<file path="src/rtl/riscv_hazard_scoreboard.sv">
// Hazard unit: EX operand forwarding, ID stall/bubble generation and a scoreboard of
// destination registers owned by outstanding long-latency (mul/div) operations.
module riscv_hazard_scoreboard #(
    parameter int RF_ADDR_WIDTH   = 5,
    parameter int MAX_LONG        = 4,
    parameter int STALL_CNT_WIDTH = 32,
    parameter int FWD_EN          = 1
) (
    input  logic                       clk,
    input  logic                       rst,
    input  logic [RF_ADDR_WIDTH-1:0]   rs1_id,
    input  logic [RF_ADDR_WIDTH-1:0]   rs2_id,
    input  logic                       rs1_used_id,
    input  logic                       rs2_used_id,
    input  logic [RF_ADDR_WIDTH-1:0]   rd_id,
    input  logic                       reg_write_id,
    input  logic                       long_id,
    input  logic                       stall_ext,
    input  logic [RF_ADDR_WIDTH-1:0]   rs1_id2ex_ff,
    input  logic [RF_ADDR_WIDTH-1:0]   rs2_id2ex_ff,
    input  logic [RF_ADDR_WIDTH-1:0]   rd_id2ex_ff,
    input  logic                       reg_write_id2ex_ff,
    input  logic                       mem_read_id2ex_ff,
    input  logic [RF_ADDR_WIDTH-1:0]   rd_ex2mem_ff,
    input  logic                       reg_write_ex2mem_ff,
    input  logic [RF_ADDR_WIDTH-1:0]   rd_mem2wb_ff,
    input  logic                       reg_write_mem2wb_ff,
    input  logic                       long_done,
    input  logic [RF_ADDR_WIDTH-1:0]   long_done_rd,
    output logic [1:0]                 fwd_a,
    output logic [1:0]                 fwd_b,
    output logic                       stall_id,
    output logic                       bubble_ex,
    output logic                       long_busy,
    output logic [STALL_CNT_WIDTH-1:0] stall_cnt
);

    localparam int NUM_REGS = 1 << RF_ADDR_WIDTH;
    localparam int CNT_W    = $clog2(MAX_LONG + 1);
    localparam logic [CNT_W-1:0] MAX_CNT = CNT_W'(MAX_LONG);
    localparam bit FWD = (FWD_EN != 0);
    localparam logic [RF_ADDR_WIDTH-1:0] X0 = '0;

    logic [NUM_REGS-1:0] pending;
    logic [NUM_REGS-1:0] pending_next;
    logic [CNT_W-1:0]    count;
    logic                waw_hit;
    logic                cap_hit;
    logic                accept;

    // A completing long op releases its register this cycle; the RF write-through supplies the value.
    function automatic logic src_hit(input logic [RF_ADDR_WIDTH-1:0] r, input logic used);
        logic pend_hit;
        logic load_use;
        logic no_fwd;
        pend_hit = pending[r] && !(long_done && (long_done_rd == r));
        load_use = FWD && mem_read_id2ex_ff && reg_write_id2ex_ff && (rd_id2ex_ff == r);
        no_fwd   = !FWD && ((reg_write_id2ex_ff  && (rd_id2ex_ff  == r)) ||
                            (reg_write_ex2mem_ff && (rd_ex2mem_ff == r)) ||
                            (reg_write_mem2wb_ff && (rd_mem2wb_ff == r)));
        return used && (r != X0) && (pend_hit || load_use || no_fwd);
    endfunction

    function automatic logic [1:0] fwd_sel(input logic [RF_ADDR_WIDTH-1:0] src);
        logic [1:0] sel;
        sel = 2'b00;
        if (FWD) begin
            if (reg_write_ex2mem_ff && (rd_ex2mem_ff != X0) && (rd_ex2mem_ff == src))
                sel = 2'b10;
            else if (reg_write_mem2wb_ff && (rd_mem2wb_ff != X0) && (rd_mem2wb_ff == src))
                sel = 2'b01;
        end
        return sel;
    endfunction

    assign fwd_a = fwd_sel(rs1_id2ex_ff);
    assign fwd_b = fwd_sel(rs2_id2ex_ff);

    assign waw_hit   = reg_write_id && (rd_id != X0) && pending[rd_id];
    assign cap_hit   = long_id && (count == MAX_CNT);
    assign stall_id  = src_hit(rs1_id, rs1_used_id) | src_hit(rs2_id, rs2_used_id) | waw_hit | cap_hit;
    assign bubble_ex = stall_id & ~stall_ext;
    assign accept    = long_id && !stall_id && !stall_ext;
    assign long_busy = (count == MAX_CNT);

    // Clear before set, so an issue and completion on the same register leaves it pending.
    always_comb begin
        pending_next = pending;
        if (long_done)
            pending_next[long_done_rd] = 1'b0;
        if (accept && reg_write_id && (rd_id != X0))
            pending_next[rd_id] = 1'b1;
        pending_next[0] = 1'b0;
    end

    always_ff @(posedge clk) begin
        if (rst) begin
            pending   <= '0;
            count     <= '0;
            stall_cnt <= '0;
        end else begin
            pending <= pending_next;
            case ({accept, long_done})
                2'b10:   count <= count + CNT_W'(1);
                2'b01:   if (count != '0) count <= count - CNT_W'(1);
                default: count <= count;
            endcase
            if (stall_id && (stall_cnt != '1))
                stall_cnt <= stall_cnt + STALL_CNT_WIDTH'(1);
        end
    end

endmodule

</file>
<file path="config.mk">
export PLATFORM = sky130hd
export DESIGN_NAME = riscv_hazard_scoreboard
export DESIGN_NICKNAME = d
export VERILOG_FILES = /design/src/rtl/riscv_hazard_scoreboard.sv
export SDC_FILE = /design/constraint.sdc
export NUM_CORES = 1
export LEC_CHECK = 0
export ABC_AREA = 0
export CAP_MARGIN = 0
export CORE_MARGIN = 4
export CORE_UTILIZATION = 40
export CTS_CLUSTER_DIAMETER = 40
export CTS_CLUSTER_SIZE = 40
export DETAILED_ROUTE_END_ITERATION = 10
export SYNTH_ARGS = -nofsm -noshare
export SYNTH_HDL_FRONTEND = slang
export SYNTH_SLANG_ARGS = --single-unit
</file>
<file path="constraint.sdc">
create_clock -name clk -period 4.99 [get_ports clk]
set_input_delay 0.998 -clock clk [delete_from_list [all_inputs] [get_ports clk]]
set_output_delay 0.998 -clock clk [all_outputs]
set_load 0.01 [all_outputs]
</file>
==> run metrics, run 1 <==
Pre-antenna DRT Iters 6; Slew Viols, Final 0; yosys warns 0; Area growth syn-to-layout 28.9%; Total Die Area 13400 µm²; outcome completed; FFs w/ async S/R, synth 0; most common library cells after synthesis 66 x dfxtp_1, 50 x nand2_1, 46 x o21ai_0, 35 x nor2b_1, 28 x xor2_1; Final Hold Viols 0; Power Dens Cells 236 nW/µm²; critical path capture point type primary output; Worst Tran Pin Value 0.863 ns; Die Wd 116 µm; Max Buffers Root-to-Sink 2; CP required 3.99 ns; Post-route DRC 0; post-synthesis sequential area ratio 0.285; Hold Crit Class reg -> reg; row count 39; CTS Hold Buffers Added 0; global-route wire length before repair 23100 µm; IO Port Bufs 95; P_leak 1.97 nW; Synth Register Bits 66; synth unique cells 58; setup TNS 0 ns; EDFF count, synth 0; Startpoint Class input pin; synth top area cells dfxtp_1 29%, mux4_2 8.3%, xor2_1 5.3%; largest area contributor in the synthesized netlist dfxtp_1; CTS H-tree lvls 3; CTS buffer count 9; wire length per cell 18.3 µm; vias in the first global route 4563; net count after synthesis 609; I/O pins 96; antenna violations before repair 0; hold depth 2; Final Cycle Share 0.956; Core ar. 11400 µm²; min setup slack post-route 0.221 ns; clock-pin slew on the worst setup and hold paths 0.06 ns; DRT iter0 DRCs 303; most frequent cell after synthesis dfxtp_1; Worst Hold End stall_cnt[31]; Peak VDD IR 0.124 mV; CP Max Fanout 13; Mapped Area 4630 µm²; fraction of layout instances using a drive strength above 1 0.100; Initial Util 0.408; Final Routed Wirelength 14300 µm; Rel. slew slack 0.424; GP Congestion 0.947; crit path time final 4.77 ns; Crit Reg-Reg Startpoint pending[4]; share of the synthesized area in the top cell type 0.285; # fillers 1061; cell depth of the worst flop-to-flop path 11; ant diodes 0; clk sinks 66; Worst EP arrival 3.77 ns; Nets 693; Max-Cap Viols 0; Vias/cell 5.88; ys flop type dfxtp_1; DP Area 5690 µm²; PostCTS Resize Cnt 0; Final Setup Violations 0; critical path class in -> out; final instance area 5970 µm²; total number of vias 4602; RSZ-0062 raised after global routing no; clk root buf clkbuf_16; hpwl dp 10700 µm; postcts setup bufs 0; Die H 116 µm; FF-to-FF setup slack 1.88 ns; final antenna-violating net count 0; Worst Hold Launch stall_cnt[31]; Max Clk Rate 210 MHz; largest net degree at the start of global routing 48; clk_skew 0.0140 ns; CTS tree built; Post-Syn Area per Cell 8.43 µm²; worst skew pair latency 0.33 ns; Syn Inst Count 550; GRT overflow 0; worst reg2reg path endpoint count[1]; Placement Setup Slack 0.222 ns; GRT Util Overall 0.217
## power breakdown
| group | internal [W] | switching, W |
|---|---|---|
| clock | 0.000385 | 0.000233 |
| sequential | 0.000536 | 0.00000980 |
| combinational | 0.000121 | 0.000127 |
## cell usage in the layout (no fill, tap or decap), types with 3 or more instances in the layout
cell,synthesis,routed
or2_2,5,5
clkdlybuf4s50_1,0,94
mux2i_1,13,13
nor3b_1,4,4
nor4_1,9,9
nand3_1,22,22
xnor2_1,23,23
a21oi_1,17,17
and4_1,6,6
o21ai_0,46,46
and3b_1,3,3
and3_1,8,8
nand4_1,10,10
dfxtp_1,66,66
buf_4,1,14
nand2_1,50,50
and2_1,3,3
nor2_1,17,17
o21ai_1,25,25
clkbuf_16,0,9
or3_1,17,17
inv_1,7,7
xor2_1,28,28
nand3b_1,22,22
o31ai_1,5,5
a31oi_1,4,4
a211oi_1,3,3
nor2b_1,35,35
nor3_1,6,6
mux2_2,7,7
or4_1,8,8
mux4_2,17,17
## critical path, cell delays in order
cell and delay, ns:
clkdlybuf4s50_1 0.82, buf_4 0.25, mux4_2 0.50, nor2b_1 0.12, a211o_1 0.11, a31o_2 0.16
nand4_2 0.10, buf_4 0.21, clkdlybuf4s50_1 0.49
## worst max-delay path by stage
stage	start	to	slack (ns)	cells past startpoint
2_1_floorplan	rd_id[0]	count[1]	1.06	13
3_3_place_gp	rd_id[0]	stall_id	0.28	9
3_5_place_dp	rd_id[0]	stall_id	0.22	9
4_1_cts	rd_id[0]	stall_id	0.22	9
5_1_grt	rd_id[0]	stall_id	0.07	9
6_report	rd_id[0]	stall_id	0.22	9
## state kept, by name (all words and copies together), names as in the netlist
signal,count
stall_cnt,32
pending,31
count,3
## cells by family after synthesis
family / Yosys count / synth area share
AO/OA/AOI/OAI: 117 / 0.147
XOR/XNOR: 51 / 0.0964
adder cells (fa/ha/maj): 2 / 0.00702
buffers and inverters: 43 / 0.0443
flip-flops: 66 / 0.285
multiplexers: 38 / 0.130
AND/OR/NAND/NOR: 233 / 0.290
## per-stage QoR
stage	hold slack, ns	total power, W	utilization	instances
6_report	0.510	0.00141	0.525	782
5_1_grt	0.548	0.00147	0.525	782
4_1_cts	0.511	0.00142	0.525	782
3_5_place_dp	0.498	0.000805	0.500	766
3_3_place_gp	0.487	0.000799	0.500	766
2_1_floorplan	0.472	0.000697	-	550
## metal layers
metal	up-vias	share of wire	global-route usage
met5	-	0	0
met4	0	0.025	0.0742
met3	34	0.079	0.0507
met2	187	0.45	0.338
met1	2195	0.45	0.297
li1	2186	-	-
## cell type report
| cell class | count | area, µm² | area share |
|---|---|---|---|
| Sequential cell | 66 | 1320 | 0.221 |
| Tap cell | 143 | 179 | 0.0300 |
| Clock inverter | 5 | 55.1 | 0.00922 |
| Inverter | 7 | 26.3 | 0.00440 |
| Clock buffer | 11 | 233 | 0.0390 |
| Multi-Input combinational cell | 441 | 3110 | 0.520 |
| Timing Repair Buffer | 109 | 1050 | 0.176 |
Note: power is estimated with default switching activity, not from simulation.
==> run 2, diff against run 1 <==
--- a/config.mk
+++ b/config.mk
@@ -6,12 +6,13 @@
 export NUM_CORES = 1
 export LEC_CHECK = 0
 export ABC_AREA = 0
-export CAP_MARGIN = 0
+export CAP_MARGIN = 20
 export CORE_MARGIN = 4
 export CORE_UTILIZATION = 40
 export CTS_CLUSTER_DIAMETER = 40
 export CTS_CLUSTER_SIZE = 40
 export DETAILED_ROUTE_END_ITERATION = 10
+export GPL_TIMING_DRIVEN = 0
 export SYNTH_ARGS = -nofsm -noshare
 export SYNTH_HDL_FRONTEND = slang
 export SYNTH_SLANG_ARGS = --single-unit
==> run 2 against run 1 <==
Cell area barely moved. Combinational power about the same. Register-to-register slack worse by 0.49 ns. Sequential power hardly changed. Clock power increased by 14%.
==> run metrics, run 2 (synthesized netlist as in run 1, its figures left out) <==
Vias/cell 5.89 (was 5.88); commonest non-fill, non-tap cells in the layout 79 x clkdlybuf4s50_1, 66 x dfxtp_1, 50 x nand2_1 (was 94 x clkdlybuf4s50_1, 66 x dfxtp_1, 50 x nand2_1); Power Dens Cells 250 nW/µm² (was 236 nW/µm²); final instance area 5980 µm² (was 5970 µm²); Rel. slew slack 0.506 (was 0.424); FF-to-FF setup slack 1.39 ns (was 1.88 ns); Critical Path Sink bubble_ex (was stall_id); min setup slack post-route 0.127 ns (was 0.221 ns); Core ar. 11400 µm² (unchanged); DP Area 5630 µm² (was 5690 µm²); ant diodes 0 (unchanged); IO Port Bufs 82 (was 95); Area growth syn-to-layout 29.0% (was 28.9%); vias in the first global route 4605 (was 4563); Most common cell on crit path clkdlybuf4s50_1; Critical Path, Cell by Cell clkdlybuf4s50_1 > buf_4 > mux2i_1 > mux4_2 > nand3b_1 > o2111ai_2 > nand4_2 > clkbuf_4 > nor2b_1 > clkdlybuf4s50_1 (was clkdlybuf4s50_1 > buf_4 > mux4_2 > nor2b_1 > a211o_1 > a31o_2 > nand4_2 > buf_4 > clkdlybuf4s50_1); CTS buffer count 9 (unchanged); setup TNS 0 ns (unchanged); CTS tree built (unchanged); Total Die Area 13400 µm² (unchanged); wire length per cell 18.8 µm (was 18.3 µm); Nets 702 (was 693); Crit Reg-Reg Startpoint pending[7] (was pending[4]); P_leak 2.00 nW (was 1.97 nW); global-route wire length before repair 23600 µm (was 23100 µm); Final Hold Viols 0 (unchanged); Max-Cap Viols 0 (unchanged); antenna violations before repair 0 (unchanged); clk_skew 0.0110 ns (was 0.0140 ns); Final Cycle Share 0.975 (was 0.956); Placement Setup Slack -0.0621 ns (was 0.222 ns); max reg flops 32 (unchanged); Initial Util 0.408 (unchanged); row count 39 (unchanged); CP required 3.99 ns (about the same); Slew Viols, Final 0 (unchanged); RSZ-0062 raised after global routing no (unchanged); number of buffers and inverters on the critical path 4 (unchanged); GRT overflow 0 (unchanged); clk root buf clkbuf_16 (unchanged); total number of vias 4657 (was 4602); critical path class in -> out (unchanged); Max Buffers Root-to-Sink 2 (unchanged); Top reg by flops stall_cnt (unchanged); CP Launch Point rs1_id[2] (was rd_id[0]); fraction of layout instances using a drive strength above 1 0.100 (about the same); critical path capture point type primary output (unchanged); CTS Hold Buffers Added 0 (unchanged); Post-route DRC 0 (unchanged); Worst EP arrival 3.87 ns (was 3.77 ns); hold depth 2 (unchanged); Hold WS 0.503 ns (was 0.510 ns); # fillers 1076 (was 1061); outcome completed (unchanged); Peak VDD IR 0.238 mV (was 0.124 mV); postcts setup bufs 0 (unchanged); hpwl dp 11000 µm (was 10700 µm); CTS H-tree lvls 3 (unchanged); Startpoint Class input pin (unchanged); I/O pins 96 (unchanged); DRT iter0 DRCs 346 (was 303); crit path time final 4.86 ns (was 4.77 ns); worst skew pair latency 0.34 ns (was 0.33 ns); Worst Tran Pin Value 0.741 ns (was 0.863 ns); cell count along the critical path 10 (was 9); Die Wd 116 µm (unchanged); CP Max Fanout 10 (was 13); cell depth of the worst flop-to-flop path 12 (was 11); Pre-antenna DRT Iters 7 (was 6); Final Setup Violations 0 (unchanged); final antenna-violating net count 0 (unchanged); footprint of the multi-input gates 3110 µm² (unchanged); worst reg2reg path endpoint count[1] (unchanged); CP max stage delay 0.61 ns (was 0.82 ns); commonest non-fill, non-tap cell in the layout clkdlybuf4s50_1 (unchanged); largest net degree at the start of global routing 14 (was 48); Max Clk Rate 206 MHz (was 210 MHz); Storage cell area 1320 µm² (unchanged); CP delay by family, top buffers and inverters (unchanged); GRT Util Overall 0.226 (was 0.217); Final Power 0.00150 W (was 0.00141 W); Hold Crit Class reg -> reg (unchanged); clk sinks 66 (unchanged); PostCTS Resize Cnt 2 (was 0); clock-pin slew on the worst setup and hold paths 0.06 ns (about the same); Die H 116 µm (unchanged); GP Congestion 0.914 (was 0.947); biggest regs stall_cnt (32), pending (31), count (3) (unchanged); Final Routed Wirelength 14900 µm (was 14300 µm); Slowest-stage cell, CP clkdlybuf4s50_1 (unchanged)
[run 2: changes by cell type in the layout (fill, tap and decap cells not counted), sizes merged]
cell	previous run	this run
clkdlybuf4s50	94	79
bufinv	1	2
clkbuf	11	32
dlymetal6s2s	0	3
inv	7	9
clkinvlp	2	1
buf	15	13
[run 2: worst reg2reg max path: cells and delay by family (launching register included)]
kind	cells	cell delay, ns
and+or+nand+nor	4	1.04
AOI/OAI and AO/OA	5	0.97
muxes	1	0.52
adders and majority gates	1	0.44
DFF	1	0.33
buffers and inverters	1	0.18
[run 2: power breakdown]
part	switching (W)	total [W]	leakage [nW]	internal, W
Combinational	0.000131	0.000247	1.31	0.000115
Clock	0.000263	0.000705	0.158	0.000443
Sequential	0.00000982	0.000545	0.532	0.000535
Total	0.000404	0.00150	2.00	0.00109
[run 2: layout make-up]
class,instances,area share
Buffer,36,0.0316
Clock buffer,9,0.0377
Clock inverter,7,0.0170
Inverter,7,0.00440
Multi-Input combinational cell,441,0.520
Sequential cell,66,0.221
Tap cell,143,0.0299
Timing Repair Buffer,82,0.139
[run 2: metrics by stage]
| stage | cells | utilization |
|---|---|---|
| finish | 791 | 0.526 |
| floorplan | 550 | - |
| detailed placement | 775 | 0.496 |
| CTS | 791 | 0.525 |
| global route | 791 | 0.526 |
| global placement | 775 | 0.496 |
[run 2: worst min-delay path by stage]
stage / start / to
floorplan: pending[7] / pending[7]
global placement: count[0] / count[0]
detailed placement: stall_cnt[27] / stall_cnt[27]
CTS: stall_cnt[27] / stall_cnt[27]
global route: stall_cnt[31] / stall_cnt[31]
finish: stall_cnt[27] / stall_cnt[27]
[run 2: routing by layer]
| metal | global-route usage | share of wire | vias to the layer above |
|---|---|---|---|
| met3 | 0.0543 | 0.071 | 33 |
| met4 | 0.0905 | 0.026 | 0 |
| met1 | 0.285 | 0.44 | 2229 |
| met5 | 0 | 0 | - |
| li1 | - | - | 2210 |
| met2 | 0.375 | 0.47 | 185 |
==> run 3, diff against run 2 <==
--- a/config.mk
+++ b/config.mk
@@ -6,13 +6,13 @@
 export NUM_CORES = 1
 export LEC_CHECK = 0
 export ABC_AREA = 0
-export CAP_MARGIN = 20
 export CORE_MARGIN = 4
 export CORE_UTILIZATION = 40
 export CTS_CLUSTER_DIAMETER = 40
 export CTS_CLUSTER_SIZE = 40
 export DETAILED_ROUTE_END_ITERATION = 10
 export GPL_TIMING_DRIVEN = 0
+export SETUP_SLACK_MARGIN = 0.05
 export SYNTH_ARGS = -nofsm -noshare
 export SYNTH_HDL_FRONTEND = slang
 export SYNTH_SLANG_ARGS = --single-unit
==> run 3 against run 2 <==
Total power about the same. Setup slack gained 0.054 ns. Hold slack stayed put. Cell count is the same. First-iteration DRC count decreased by 3.2%. Largest power group unchanged. Highest routed layer unchanged.
==> run metrics, run 3 (synthesized netlist as in run 1, its figures left out) <==
total number of vias 4657 (unchanged); ant diodes 0 (unchanged); Final Power 0.00150 W (about the same); GRT overflow 0 (unchanged); Power Dens Cells 251 nW/µm² (was 250 nW/µm²); P_leak 1.99 nW (was 2.00 nW); cell count along the critical path 10 (unchanged); Final Hold Viols 0 (unchanged); commonest non-fill, non-tap cells in the layout 79 x clkdlybuf4s50_1, 66 x dfxtp_1, 50 x nand2_1 (unchanged); GRT Util Overall 0.226 (unchanged); setup TNS 0 ns (unchanged); Total Die Area 13400 µm² (unchanged); Max-Cap Viols 0 (unchanged); Core ar. 11400 µm² (unchanged); min setup slack post-route 0.181 ns (was 0.127 ns); Pre-antenna DRT Iters 5 (was 7); global-route wire length before repair 23600 µm (unchanged); CP required 3.99 ns (about the same); final antenna-violating net count 0 (unchanged); cell depth of the worst flop-to-flop path 12 (unchanged); crit path time final 4.81 ns (was 4.86 ns); Die H 116 µm (unchanged); RSZ-0062 raised after global routing no (unchanged); commonest non-fill, non-tap cell in the layout clkdlybuf4s50_1 (unchanged); Final Routed Wirelength 14900 µm (about the same); Post-route DRC 0 (unchanged); worst reg2reg path endpoint count[1] (unchanged); fraction of layout instances using a drive strength above 1 0.100 (unchanged); Switching Fraction 0.270 (about the same); CP max stage delay 0.62 ns (was 0.61 ns); Nets 702 (unchanged); Top reg by flops stall_cnt (unchanged); Hold Crit Class reg -> reg (unchanged); Final Cycle Share 0.964 (was 0.975); IO Port Bufs 82 (unchanged); DRT iter0 DRCs 335 (was 346); Slowest-stage cell, CP clkdlybuf4s50_1 (unchanged); wire length per cell 18.8 µm (about the same); Rel. slew slack 0.505 (was 0.506); Critical Path Sink bubble_ex (unchanged); Placement Setup Slack -0.0621 ns (unchanged); GP Congestion 0.914 (unchanged); Layout Cells excl Fill 791 (unchanged); Worst EP arrival 3.81 ns (was 3.87 ns); worst skew pair latency 0.35 ns (was 0.34 ns); Comb power frac 0.165 (about the same); hpwl dp 11000 µm (unchanged); Startpoint Class input pin (unchanged); largest net degree at the start of global routing 14 (unchanged); Final Setup Violations 0 (unchanged); row count 39 (unchanged); CTS tree built (unchanged); Crit Reg-Reg Startpoint pending[7] (unchanged); clk root buf clkbuf_16 (unchanged); Vias/cell 5.89 (unchanged); CTS H-tree lvls 3 (unchanged); Hold WS 0.503 ns (unchanged); critical path capture point type primary output (unchanged); vias in the first global route 4605 (unchanged); clk sinks 66 (unchanged); P_sw 0.000405 W (was 0.000404 W); Max Clk Rate 208 MHz (was 206 MHz); hold depth 2 (unchanged); Critical Path, Cell by Cell clkdlybuf4s50_1 > buf_6 > mux2i_1 > mux4_2 > nand3b_1 > o2111ai_2 > nand4_2 > clkbuf_4 > nor2b_1 > clkdlybuf4s50_1 (was clkdlybuf4s50_1 > buf_4 > mux2i_1 > mux4_2 > nand3b_1 > o2111ai_2 > nand4_2 > clkbuf_4 > nor2b_1 > clkdlybuf4s50_1); sequential share of power 0.364 (about the same); Worst Hold Launch stall_cnt[27] (unchanged); placed instance count 775 (unchanged); Most common cell on crit path clkdlybuf4s50_1 (unchanged); clock-pin slew on the worst setup and hold paths 0.06 ns (about the same); Pint 0.00109 W (about the same); clk_skew 0.0112 ns (was 0.0110 ns); clock share of power 0.471 (about the same); outcome completed (unchanged); number of buffers and inverters on the critical path 4 (unchanged); antenna violations before repair 0 (unchanged); CP delay by family, top buffers and inverters (unchanged); I/O pins 96 (unchanged); CTS Hold Buffers Added 0 (unchanged); CP Launch Point rs1_id[2] (unchanged); max reg flops 32 (unchanged); biggest regs stall_cnt (32), pending (31), count (3) (unchanged); Worst Tran Pin Value 0.743 ns (was 0.741 ns); FF-to-FF setup slack 1.39 ns (about the same); critical path class in -> out (unchanged); Slew Viols, Final 0 (unchanged); Die Wd 116 µm (unchanged); CTS buffer count 9 (unchanged); Area growth syn-to-layout 29.0% (unchanged); Peak VDD IR 0.239 mV (was 0.238 mV); CP Max Fanout 10 (unchanged); Initial Util 0.408 (unchanged); Max Buffers Root-to-Sink 2 (unchanged)
[run 3: power by group through the flow]
stage	logic, W	clock network [W]	registers (W)
global route	0.000268	0.000740	0.000547
finish	0.000247	0.000706	0.000545
CTS	0.000245	0.000719	0.000545
detailed placement	0.000243	0	0.000557
floorplan	0.000141	0	0.000556
global placement	0.000240	0	0.000556
[run 3: routing by layer]
layer / vias up / wire (µm) / global-route usage
met5: - / 0 / 0
met4: 0 / 370 / 0.0905
met3: 30 / 1080 / 0.0543
met2: 188 / 6950 / 0.375
met1: 2231 / 6460 / 0.285
li1: 2208 / - / -
[run 3: how the worst min path moves through the flow]
stage | to | slack [ns]
floorplan | pending[7] | 0.47
global placement | count[0] | 0.49
detailed placement | stall_cnt[27] | 0.50
CTS | stall_cnt[27] | 0.51
global route | stall_cnt[31] | 0.52
finish | stall_cnt[27] | 0.50
[run 3: layout make-up]
type	instances	area (µm²)
buffer	36	193
clock buffer	9	225
clock inverter	7	101
fill	1075	5390
inverter	7	26.3
multi-input combinational	441	3110
sequential	66	1320
tap	143	179
timing repair buffer	82	825
[run 3: timing repair]
item	CTS	global route
resized for setup	4	4
endpoints found under the hold margin	0	0
setup endpoints to repair	1	1
buffers inserted	0	0
[run 3: metrics by stage]
| step | instance area [µm²] | util |
|---|---|---|
| finish | 5980 | 0.526 |
| global route | 5980 | 0.526 |
| CTS | 5970 | 0.525 |
| detailed placement | 5630 | 0.496 |
| global placement | 5630 | 0.496 |
| floorplan | 4630 | - |
[run 3: worst reg2reg max path: cells and delay by family, from the launching register on]
kind | cells | cell delay (ns)
AND/OR/NAND/NOR | 4 | 1.04
multiplexers | 1 | 0.52
flip-flops | 1 | 0.33
adder cells (fa/ha/maj) | 1 | 0.44
buffers and inverters | 1 | 0.18
AO/OA/AOI/OAI | 5 | 0.97
